$ cat src/rtl/hdmi_pkg.sv
// Shared HDMI data-island constants and the BCH ECC step used by TX and RX.
// The LFSR folds one bit per call, LSB of the state is the feedback tap.
package hdmi_pkg;

    localparam logic [7:0] ECC_POLY   = 8'b10000011;
    localparam int         PKT_PIXELS = 32;
    localparam int         HDR_BITS   = 24;
    localparam int         SUB_BITS   = 56;
    localparam int         NUM_SUBS   = 4;

    function automatic logic [7:0] next_ecc(
        input logic [7:0] e,
        input logic       b,
        input logic [7:0] poly
    );
        return (e >> 1) ^ ((e[0] ^ b) ? poly : 8'h00);
    endfunction

endpackage

$ cat src/rtl/packet_disassembler_if.sv
// Data-island packet bus: decoded pixel stream in, reassembled packet out.
// master = TERC4 decoder side, slave = packet disassembler.
interface packet_disassembler_if;
    import hdmi_pkg::*;

    logic                               data_island_period;
    logic [8:0]                         packet_data;
    logic [HDR_BITS-1:0]                header;
    logic [NUM_SUBS-1:0][SUB_BITS-1:0]  sub;
    logic [4:0]                         ecc_error;
    logic                               packet_valid;
    logic [4:0]                         counter;

    modport master (
        output data_island_period, packet_data,
        input  header, sub, ecc_error, packet_valid, counter
    );

    modport slave (
        input  data_island_period, packet_data,
        output header, sub, ecc_error, packet_valid, counter
    );

endinterface

$ cat src/rtl/bch_block_checker.sv
// Reassembles one BCH block (header or subpacket) and checks its parity byte.
// Data shifts in LSB-first; parity is collected after the data cycles.
module bch_block_checker
    import hdmi_pkg::*;
#(
    parameter int         BITS_PER_CYCLE = 1,
    parameter int         DATA_BITS      = 24,
    parameter logic [7:0] POLY           = ECC_POLY
) (
    input  logic                      clk_pixel,
    input  logic                      reset,
    input  logic                      en,
    input  logic [4:0]                counter,
    input  logic [BITS_PER_CYCLE-1:0] bits,
    output logic [DATA_BITS-1:0]      data,
    output logic                      mismatch
);

    localparam int DATA_CYCLES = DATA_BITS / BITS_PER_CYCLE;

    logic [DATA_BITS-1:0] data_q, data_d;
    logic [7:0]           ecc_q, ecc_d;
    logic [7:0]           par_q, par_d;
    logic                 in_data;

    assign in_data = int'(counter) < DATA_CYCLES;

    always_comb begin
        data_d = data_q;
        ecc_d  = ecc_q;
        par_d  = par_q;
        if (en) begin
            if (in_data) begin
                data_d = {bits, data_q[DATA_BITS-1:BITS_PER_CYCLE]};
                ecc_d  = (counter == '0) ? 8'h00 : ecc_q;
                for (int i = 0; i < BITS_PER_CYCLE; i++) begin
                    ecc_d = next_ecc(ecc_d, bits[i], POLY);
                end
            end else begin
                par_d = {bits, par_q[7:BITS_PER_CYCLE]};
            end
        end
    end

    always_ff @(posedge clk_pixel) begin
        if (reset) begin
            data_q <= '0;
            ecc_q  <= '0;
            par_q  <= '0;
        end else begin
            data_q <= data_d;
            ecc_q  <= ecc_d;
            par_q  <= par_d;
        end
    end

    // Only meaningful on the last pixel, when par_d holds the whole byte.
    assign data     = data_q;
    assign mismatch = (ecc_q != par_d);

endmodule

$ cat src/rtl/packet_disassembler.sv
// HDMI RX data-island packet disassembler: rebuilds header and subpackets
// from the TERC4-decoded pixel stream and flags BCH parity mismatches.
module packet_disassembler #(
    parameter logic [7:0] ECC_POLY         = hdmi_pkg::ECC_POLY,
    parameter bit         DROP_BAD_PACKETS = 1'b0
) (
    input  logic                  clk_pixel,
    input  logic                  reset,
    packet_disassembler_if.slave  bus
);
    import hdmi_pkg::*;

    logic [4:0]                        counter_q, counter_d;
    logic [HDR_BITS-1:0]               header_q, header_d;
    logic [NUM_SUBS-1:0][SUB_BITS-1:0] sub_q, sub_d;
    logic [4:0]                        ecc_error_q, ecc_error_d;
    logic                              packet_valid_q, packet_valid_d;

    logic [HDR_BITS-1:0]               hdr_data;
    logic                              hdr_err;
    logic [NUM_SUBS-1:0][SUB_BITS-1:0] sub_data;
    logic [NUM_SUBS-1:0]               sub_err;
    logic                              island;
    logic                              last;
    logic                              bad;

    assign island = bus.data_island_period;
    assign last   = island && (counter_q == 5'(PKT_PIXELS - 1));
    assign bad    = hdr_err || (|sub_err);

    bch_block_checker #(
        .BITS_PER_CYCLE (1),
        .DATA_BITS      (HDR_BITS),
        .POLY           (ECC_POLY)
    ) u_hdr (
        .clk_pixel (clk_pixel),
        .reset     (reset),
        .en        (island),
        .counter   (counter_q),
        .bits      (bus.packet_data[0]),
        .data      (hdr_data),
        .mismatch  (hdr_err)
    );

    for (genvar i = 0; i < NUM_SUBS; i++) begin : g_sub
        bch_block_checker #(
            .BITS_PER_CYCLE (2),
            .DATA_BITS      (SUB_BITS),
            .POLY           (ECC_POLY)
        ) u_sub (
            .clk_pixel (clk_pixel),
            .reset     (reset),
            .en        (island),
            .counter   (counter_q),
            .bits      ({bus.packet_data[5+i], bus.packet_data[1+i]}),
            .data      (sub_data[i]),
            .mismatch  (sub_err[i])
        );
    end

    // Leaving the island throws away any partial packet by restarting at 0.
    always_comb begin
        counter_d      = island ? counter_q + 5'd1 : 5'd0;
        header_d       = header_q;
        sub_d          = sub_q;
        ecc_error_d    = ecc_error_q;
        packet_valid_d = 1'b0;
        if (last) begin
            ecc_error_d    = {hdr_err, sub_err};
            packet_valid_d = !(DROP_BAD_PACKETS && bad);
            if (!(DROP_BAD_PACKETS && bad)) begin
                header_d = hdr_data;
                sub_d    = sub_data;
            end
        end
    end

    always_ff @(posedge clk_pixel) begin
        if (reset) begin
            counter_q      <= '0;
            header_q       <= '0;
            sub_q          <= '0;
            ecc_error_q    <= '0;
            packet_valid_q <= 1'b0;
        end else begin
            counter_q      <= counter_d;
            header_q       <= header_d;
            sub_q          <= sub_d;
            ecc_error_q    <= ecc_error_d;
            packet_valid_q <= packet_valid_d;
        end
    end

    assign bus.counter      = counter_q;
    assign bus.header       = header_q;
    assign bus.sub          = sub_q;
    assign bus.ecc_error    = ecc_error_q;
    assign bus.packet_valid = packet_valid_q;

endmodule

$ cat src/flat_wrapper.sv
// flat-port wrapper written by rule: the top's interface ports become plain ports
module packet_disassembler_flat import hdmi_pkg::*;
#(
    parameter logic [7:0] ECC_POLY         = hdmi_pkg::ECC_POLY,
    parameter bit         DROP_BAD_PACKETS = 1'b0
)
  (clk_pixel, reset, bus_data_island_period, bus_packet_data, bus_header, bus_sub, bus_ecc_error, bus_packet_valid, bus_counter);
  packet_disassembler_if bus_i ();
  input  logic clk_pixel;
  input  logic reset;
  input wire logic [$bits(bus_i.data_island_period)-1:0] bus_data_island_period;
  input wire logic [$bits(bus_i.packet_data)-1:0] bus_packet_data;
  output wire logic [$bits(bus_i.header)-1:0] bus_header;
  output wire logic [$bits(bus_i.sub)-1:0] bus_sub;
  output wire logic [$bits(bus_i.ecc_error)-1:0] bus_ecc_error;
  output wire logic [$bits(bus_i.packet_valid)-1:0] bus_packet_valid;
  output wire logic [$bits(bus_i.counter)-1:0] bus_counter;
  assign bus_i.data_island_period = bus_data_island_period;
  assign bus_i.packet_data = bus_packet_data;
  assign bus_header = bus_i.header;
  assign bus_sub = bus_i.sub;
  assign bus_ecc_error = bus_i.ecc_error;
  assign bus_packet_valid = bus_i.packet_valid;
  assign bus_counter = bus_i.counter;
  packet_disassembler #(.ECC_POLY(ECC_POLY), .DROP_BAD_PACKETS(DROP_BAD_PACKETS)) u_core (.clk_pixel(clk_pixel), .reset(reset), .bus(bus_i));
endmodule
$ cat config.mk
export PLATFORM = sky130hd
export DESIGN_NAME = packet_disassembler_flat
export DESIGN_NICKNAME = d
export VERILOG_FILES = /design/src/rtl/hdmi_pkg.sv /design/src/rtl/packet_disassembler_if.sv /design/src/rtl/bch_block_checker.sv /design/src/rtl/packet_disassembler.sv /design/src/flat_wrapper.sv
export SDC_FILE = /design/constraint.sdc
export NUM_CORES = 1
export LEC_CHECK = 0
export ABC_AREA = 1
export BUFFER_PORTS_ARGS = -buffer_cell sky130_fd_sc_hd__buf_2
export CORE_ASPECT_RATIO = 1.75
export CORE_MARGIN = 2
export CORE_UTILIZATION = 40
export DETAILED_ROUTE_END_ITERATION = 16
export MAX_ROUTING_LAYER = met4
export PLACE_DENSITY = 0.57
export SLEW_MARGIN = 15
export SYNTH_ARGS = -nofsm -noshare
export SYNTH_HDL_FRONTEND = slang
export SYNTH_SLANG_ARGS = --single-unit
$ cat constraint.sdc
create_clock -name clk_pixel -period 2.65 [get_ports clk_pixel]
set_clock_uncertainty 0.15 [all_clocks]
set_input_delay 0.6625 -clock clk_pixel [delete_from_list [all_inputs] [get_ports clk_pixel]]
set_output_delay 0.6625 -clock clk_pixel [all_outputs]
set_load 0.02 [all_outputs]
# --- Word-level counts from Yosys, hierarchy flattened ---
# Cells that the tools add are included.
classes:
  add_sub_neg: 1
  magnitude_cmp: 2
  n_eq_ne: 6
  n_mux: 25
  n_bitwise: 19
  n_reduce_logical: 5
op_table:
  columns: ["operator", "n"]
  rows:
  - ["$mux 8", 24]
  - ["$xor 7x8->8", 9]
  - ["$ne 8x8->1", 5]
  - ["$lt 5x5->1 const B", 2]
  - ["$xor 1x1->1", 9]
  - ["$add 5x1->5 const B", 1]
  - ["$eq 5x5->1 const B", 1]
  - ["$logic_not 5->1", 1]
  - ["$reduce_and 2->1", 2]
  - ["$reduce_or 2->1", 1]
  - ["$logic_and 1x1->1", 1]
  - ["$mux 1", 1]
  - ["$not 1->1", 1]
totals:
  ff_bits: 587
  in_bits: 12
  output_inout_bits: 259
  wordCells: 81

# --- Longest topological paths before layout ---
logic_depth:
  word_depth: 8
  ltp_mapped: 15
  ltp_nobuf: 14

# --- Hierarchy ---
# From an unflattened synthesis, not the netlist that was laid out.
hier_totals:
  hier_cells: 2860
  area_unflattened_um2: 21914.8
modules_own_cells:
  columns: ["module", "n_inst", "cells_each", "area_per_inst_um2", "seq_area_each_um2"]
  rows:
  - ["bch_block_checker at u_core.g_sub[0].u_sub ...", 4, 373, 2796.4, 1441.4]
  - ["packet_disassembler", 1, 1123, 9021.2, 5185.0]
  - ["bch_block_checker at u_core.u_hdr", 1, 245, 1707.9, 800.8]

# --- Worst setup path before layout ---
# No wires, ideal clock.
synth_path:
  path_type: "reg-to-reg"
  startpoint: "register u_core.counter_q[0], in the netlist u_core.bus.counter[0]"
  endpoint: "register u_core.sub_q (netlist bit u_core.bus.sub[214])"
  setup_time_ns: 0.065
  t_arrival_ns: 1.865
  t_required_ns: 2.435
  slack_ns: 0.571
  path_stages_with_launch: 11
  path_buffers: 2
  period_less_slack_ns: 2.079
  cell_sequence: "dfxtp_1 ha_1 nand2_1 nor2_1 ha_1 nand2_1 clkinv_1 clkbuf_1 clkbuf_1 nor2_1 nor2_1"
synth_between:
  elab_chain_cells: 2
synth_rtl:
  columns: ["element", "line_no", "rtl"]
  rows:
  - ["start, declared", "packet_disassembler.sv:13", "logic [4:0] counter_q, counter_d;"]
  - ["start signal, assigned", "packet_disassembler.sv:86", "counter_q <= counter_d;"]
  - ["$eq 5x5->1", "packet_disassembler.sv:28", "assign last = island && (counter_q == 5'(PKT_PIXELS - 1));"]
  - ["$logic_and 1x1->1", "packet_disassembler.sv:28", null]
  - ["end signal, assigned", "packet_disassembler.sv:88", "sub_q <= sub_d;"]
  - ["end, declared", "packet_disassembler.sv:15", "logic [NUM_SUBS-1:0][SUB_BITS-1:0] sub_q, sub_d;"]
# Every way passes these cells.
# A chain may end at the register's enable or synchronous reset.

# --- Worst setup path after layout ---
layout_path:
  startpoint: "register u_core.counter_q[0], in the netlist u_core.bus.counter[0]"
  endpoint: "register u_core.ecc_error_q[2], in the netlist u_core.bus.ecc_error[2]"
layout_between:
  elab_chain_cells: 4
  word_cells_on_any_way: 6
  cone_classes: "order compare: 1; eq/ne: 2; mux: 2; reduce/logical: 1"
layout_rtl:
  columns: ["element", "line_no", "rtl"]
  rows:
  - ["$lt 5x5->1", "bch_block_checker.sv:26", "assign in_data = int'(counter) < DATA_CYCLES;"]
  - ["$mux 8", "bch_block_checker.sv:33", "if (in_data) begin"]
  - ["$mux 8", "bch_block_checker.sv:32", "if (en) begin"]
  - ["$ne 8x8->1", "bch_block_checker.sv:59", "assign mismatch = (ecc_q != par_d);"]
  - ["end signal, assigned", "packet_disassembler.sv:89", "ecc_error_q <= ecc_error_d;"]
  - ["end, declared", "packet_disassembler.sv:16", "logic [4:0] ecc_error_q, ecc_error_d;"]
# Several ways; a longest one is shown, not always the timed one.

==> flow_summary.json <==
{
  "grt_max_degree": 113,
  "drive_gt1_frac": 0.134,
  "rrSetupSlack_ns": 0.42,
  "final_area_mm2": 0.0253,
  "clock_latency_ns": 0.60,
  "layout_min_cycle_time_ns": 2.23,
  "arrival_ns": 2.56,
  "slew_violations": 0,
  "path_clk_slew_ns": 0.06,
  "die_w_um": 179,
  "combPwrFrac": 0.050,
  "hold_buffers": 0,
  "path_max_fanout": 50,
  "synthCells": 2859,
  "p_clk_frac": 0.453,
  "crit_buf_inv": 1,
  "slew_headroom": 0.468,
  "timing.rr.end": "u_core.bus.ecc_error[2]",
  "worst_path_max_delay_cell": "dfxtp_1",
  "hold_viol_final": 0,
  "min_path_cells": 3,
  "ios": 271,
  "leakagePower_nw": 11.0,
  "cp_top_family": "simple AND/OR/NAND/NOR gates",
  "hp-start": "bus_packet_data[0]",
  "ys_seq_area_frac": 0.548,
  "postCtsSetupRepairBufs": 0,
  "r2r-start": "u_core.bus.counter[0]",
  "syn_nets": 2874,
  "path_class": "flop to flop",
  "cts-root-buf": "clkbuf_16",
  "critPathMostFrequentCell": "nor2_1",
  "ys_ff_latch": 587,
  "initial_core_util": 0.404,
  "cts-resized-gates": 0,
  "powerDensity_mw_per_mm2": 739,
  "worstMarginPinSlew_ns": 0.798,
  "dp.final_hpwl_um": 34900,
  "hold_class": "input pin to flop",
  "grt_pass1_wl_um": 86200,
  "cts_buffer_depth": 3,
  "finalWeightedCongestion": 0.781,
  "place_ws_ns": 0.309,
  "switching_share": 0.228,
  "path_cells": "ha_1 > nand2_1 > nor2_1 > ha_1 > nand2_4 > inv_8 > nand2_1 > nor2_1 > nand3_1 > nor2_1 > nor2_1",
  "yosysTopAreaCellShare": 0.548,
  "antenna_found_initial": 1,
  "core-area_mm2": 0.0531,
  "timing.fmax_mhz": 448,
  "p_switching_mw": 4.27,
  "cap_violations": 0,
  "r2r_cells": 11,
  "finalSetupTns_ns": 0,
  "synth_area_mm2": 0.0214,
  "whs_ns": 0.245,
  "nets": 3035,
  "die_area_mm2": 0.0555,
  "setup_ws_ns": 0.417,
  "drc_errors": 0,
  "vias": 18400,
  "p_seq_frac": 0.497,
  "area.growth.synth_to_final_pct": 18.1,
  "irDropWorstVdd_v": 0.000493,
  "die_y_um": 310,
  "avgSynthCellArea_um2": 7.50,
  "routed_via_density": 4.90,
  "cp.required_ns": 2.97,
  "h-tree-depth": 2,
  "first_global_vias": 17200,
  "yosysWarnings": 0,
  "setup_viol": 0,
  "startpoint_type": "flop",
  "grt_remaining_overflow": 0,
  "ant_nets": 0,
  "grt_use_total": 0.194,
  "nFillCells": 5366,
  "drtIter0Drc": 1088,
  "p_int_mw": 14.4,
  "cts_tree": "done",
  "critPathCaptureType": "flop",
  "cts_buffers": 53,
  "ys_types": 28,
  "wire_per_inst_um": 14.2,
  "min_period_over_period": 0.843,
  "wirelength_um": 53400,
  "min_to": "u_core.u_hdr.data[23]",
  "yosysTopAreaCell": "dfxtp_1",
  "drt_pass1_iterations": 5,
  "cp_slowest_stage_delay_ns": 0.40,
  "grt_setup_unrepaired": "no",
  "post_dp_cell_area_mm2": 0.0234,
  "cts.sinks": 587,
  "port_buffers": 270,
  "num_rows": 112,
  "synth_area_leaders": "dfxtp_1 55%, nor2_1 19%, o21ai_0 12%, nand2_1 3.5%, clkbuf_1 2.3%",
  "outcome": "finished, final reports clean"
}
[worst max path at each step]
stage | from | endpoint | cells after the start
after detailed placement | bus_data_island_period | u_core.bus.ecc_error[2] | 11
after floorplan | u_core.bus.counter[0] | u_core.bus.sub[214] | 10
after global routing | u_core.bus.counter[1] | u_core.bus.ecc_error[2] | 11
final | u_core.bus.counter[0] | u_core.bus.ecc_error[2] | 11
after global placement | bus_data_island_period | u_core.g_sub[1].u_sub.data[54] | 7
after CTS | u_core.bus.counter[1] | u_core.bus.ecc_error[2] | 11
[registers in the layout, summed over array words and instances, names as in the netlist]
name and count:
u_core.u_hdr.ecc_q 8, u_core.bus.header 24, u_core.bus.ecc_error 5, u_core.g_sub.u_sub.data 224, u_core.bus.sub 224, u_core.bus.counter 5, u_core.u_hdr.par_q 8, u_core.g_sub.u_sub.par_q 32
u_core.g_sub.u_sub.ecc_q 32, u_core.bus.packet_valid 1, u_core.u_hdr.data 24
[cells by family after synthesis]
family | count (synthesis) | synth area share
fa+ha+maj | 3 | 0.00175
flops | 587 | 0.548
compound gates | 621 | 0.148
xor+xnor | 6 | 0.00245
buf+inv | 286 | 0.0543
simple gates | 1356 | 0.245
[per-layer routing]
layer | track usage | routed length [um] | part of all wire | vias up
met5 | - | 0 | 0 | -
li1 | - | - | - | 9486
met4 | 0.0607 | 1380 | 0.026 | 0
met2 | 0.344 | 27200 | 0.51 | 317
met1 | 0.228 | 22800 | 0.43 | 8477
met3 | 0.0232 | 2040 | 0.038 | 79
[worst min-delay path, delay by kind of cell]
family / cells / cell delay [ns]
AO/OA/AOI/OAI: 1 / 0.12
buffers and inverters: 2 / 0.16
[Yosys cell counts]
library cell / instances
nor2_1: 1057
dfxtp_1: 587
o21ai_0: 505
nand2_1: 202
clkbuf_1: 130
inv_1: 83
nand3_1: 77
a21oi_1: 61
buf_2: 55
o21ai_1: 28
a211oi_1: 13
nand3b_1: 11
o211ai_1: 11
buf_1: 6
buf_4: 6
xor2_1: 6
inv_2: 4
ha_1: 3
nand2_2: 3
clkinv_1: 2
o21ai_2: 2
and2_1: 1
nand4_1: 1
nor2_2: 1
nor2_4: 1
nor3b_1: 1
o21bai_1: 1
or2_2: 1
[through the flow]
stage | power [mW] | std cells | utilization
2_1_floorplan | 10.1 | 2859 | -
3_3_place_gp | 10.4 | 3649 | 0.440
3_5_place_dp | 10.4 | 3649 | 0.440
4_1_cts | 18.9 | 3748 | 0.477
5_1_grt | 19.5 | 3749 | 0.477
6_report | 18.7 | 3749 | 0.477
[layout by cell type (no fill, tap or decap), types with 3 or more instances in the layout]
master / n
o211ai_1: 11
clkbuf_16: 53
clkbuf_8: 12
clkinvlp_4: 3
o21ai_1: 28
ha_1: 3
inv_1: 83
o21ai_0: 505
inv_8: 3
a21oi_1: 61
a211oi_1: 13
buf_12: 21
clkbuf_1: 7
xor2_1: 6
nor2_1: 1057
inv_2: 3
dfxtp_1: 587
clkinv_2: 9
nand3b_1: 11
buf_2: 270
nand2_1: 201
bufinv_16: 10
buf_4: 12
nand3_1: 77
[layout make-up]
type | instances | area, um2 | area share
inverter | 89 | 357 | 0.0141
clock buffer | 72 | 1520 | 0.0600
multi-input combinational | 1986 | 8550 | 0.338
timing repair buffer | 303 | 1860 | 0.0735
antenna | 1 | 2.50 | 0.0000989
clock inverter | 27 | 423 | 0.0167
tap | 684 | 856 | 0.0338
sequential | 587 | 11800 | 0.464
[power by group through the flow]
| stage | Combinational [mW] | Clock (mW) | Sequential, mW |
|---|---|---|---|
| final | 0.933 | 8.47 | 9.29 |
| after global routing | 1.09 | 9.04 | 9.33 |
| after CTS | 0.948 | 8.70 | 9.29 |
| after detailed placement | 0.944 | 0 | 9.49 |
| after global placement | 0.928 | 0 | 9.48 |
| after floorplan | 0.719 | 0 | 9.43 |
Note: power is estimated with default switching activity, not from simulation.
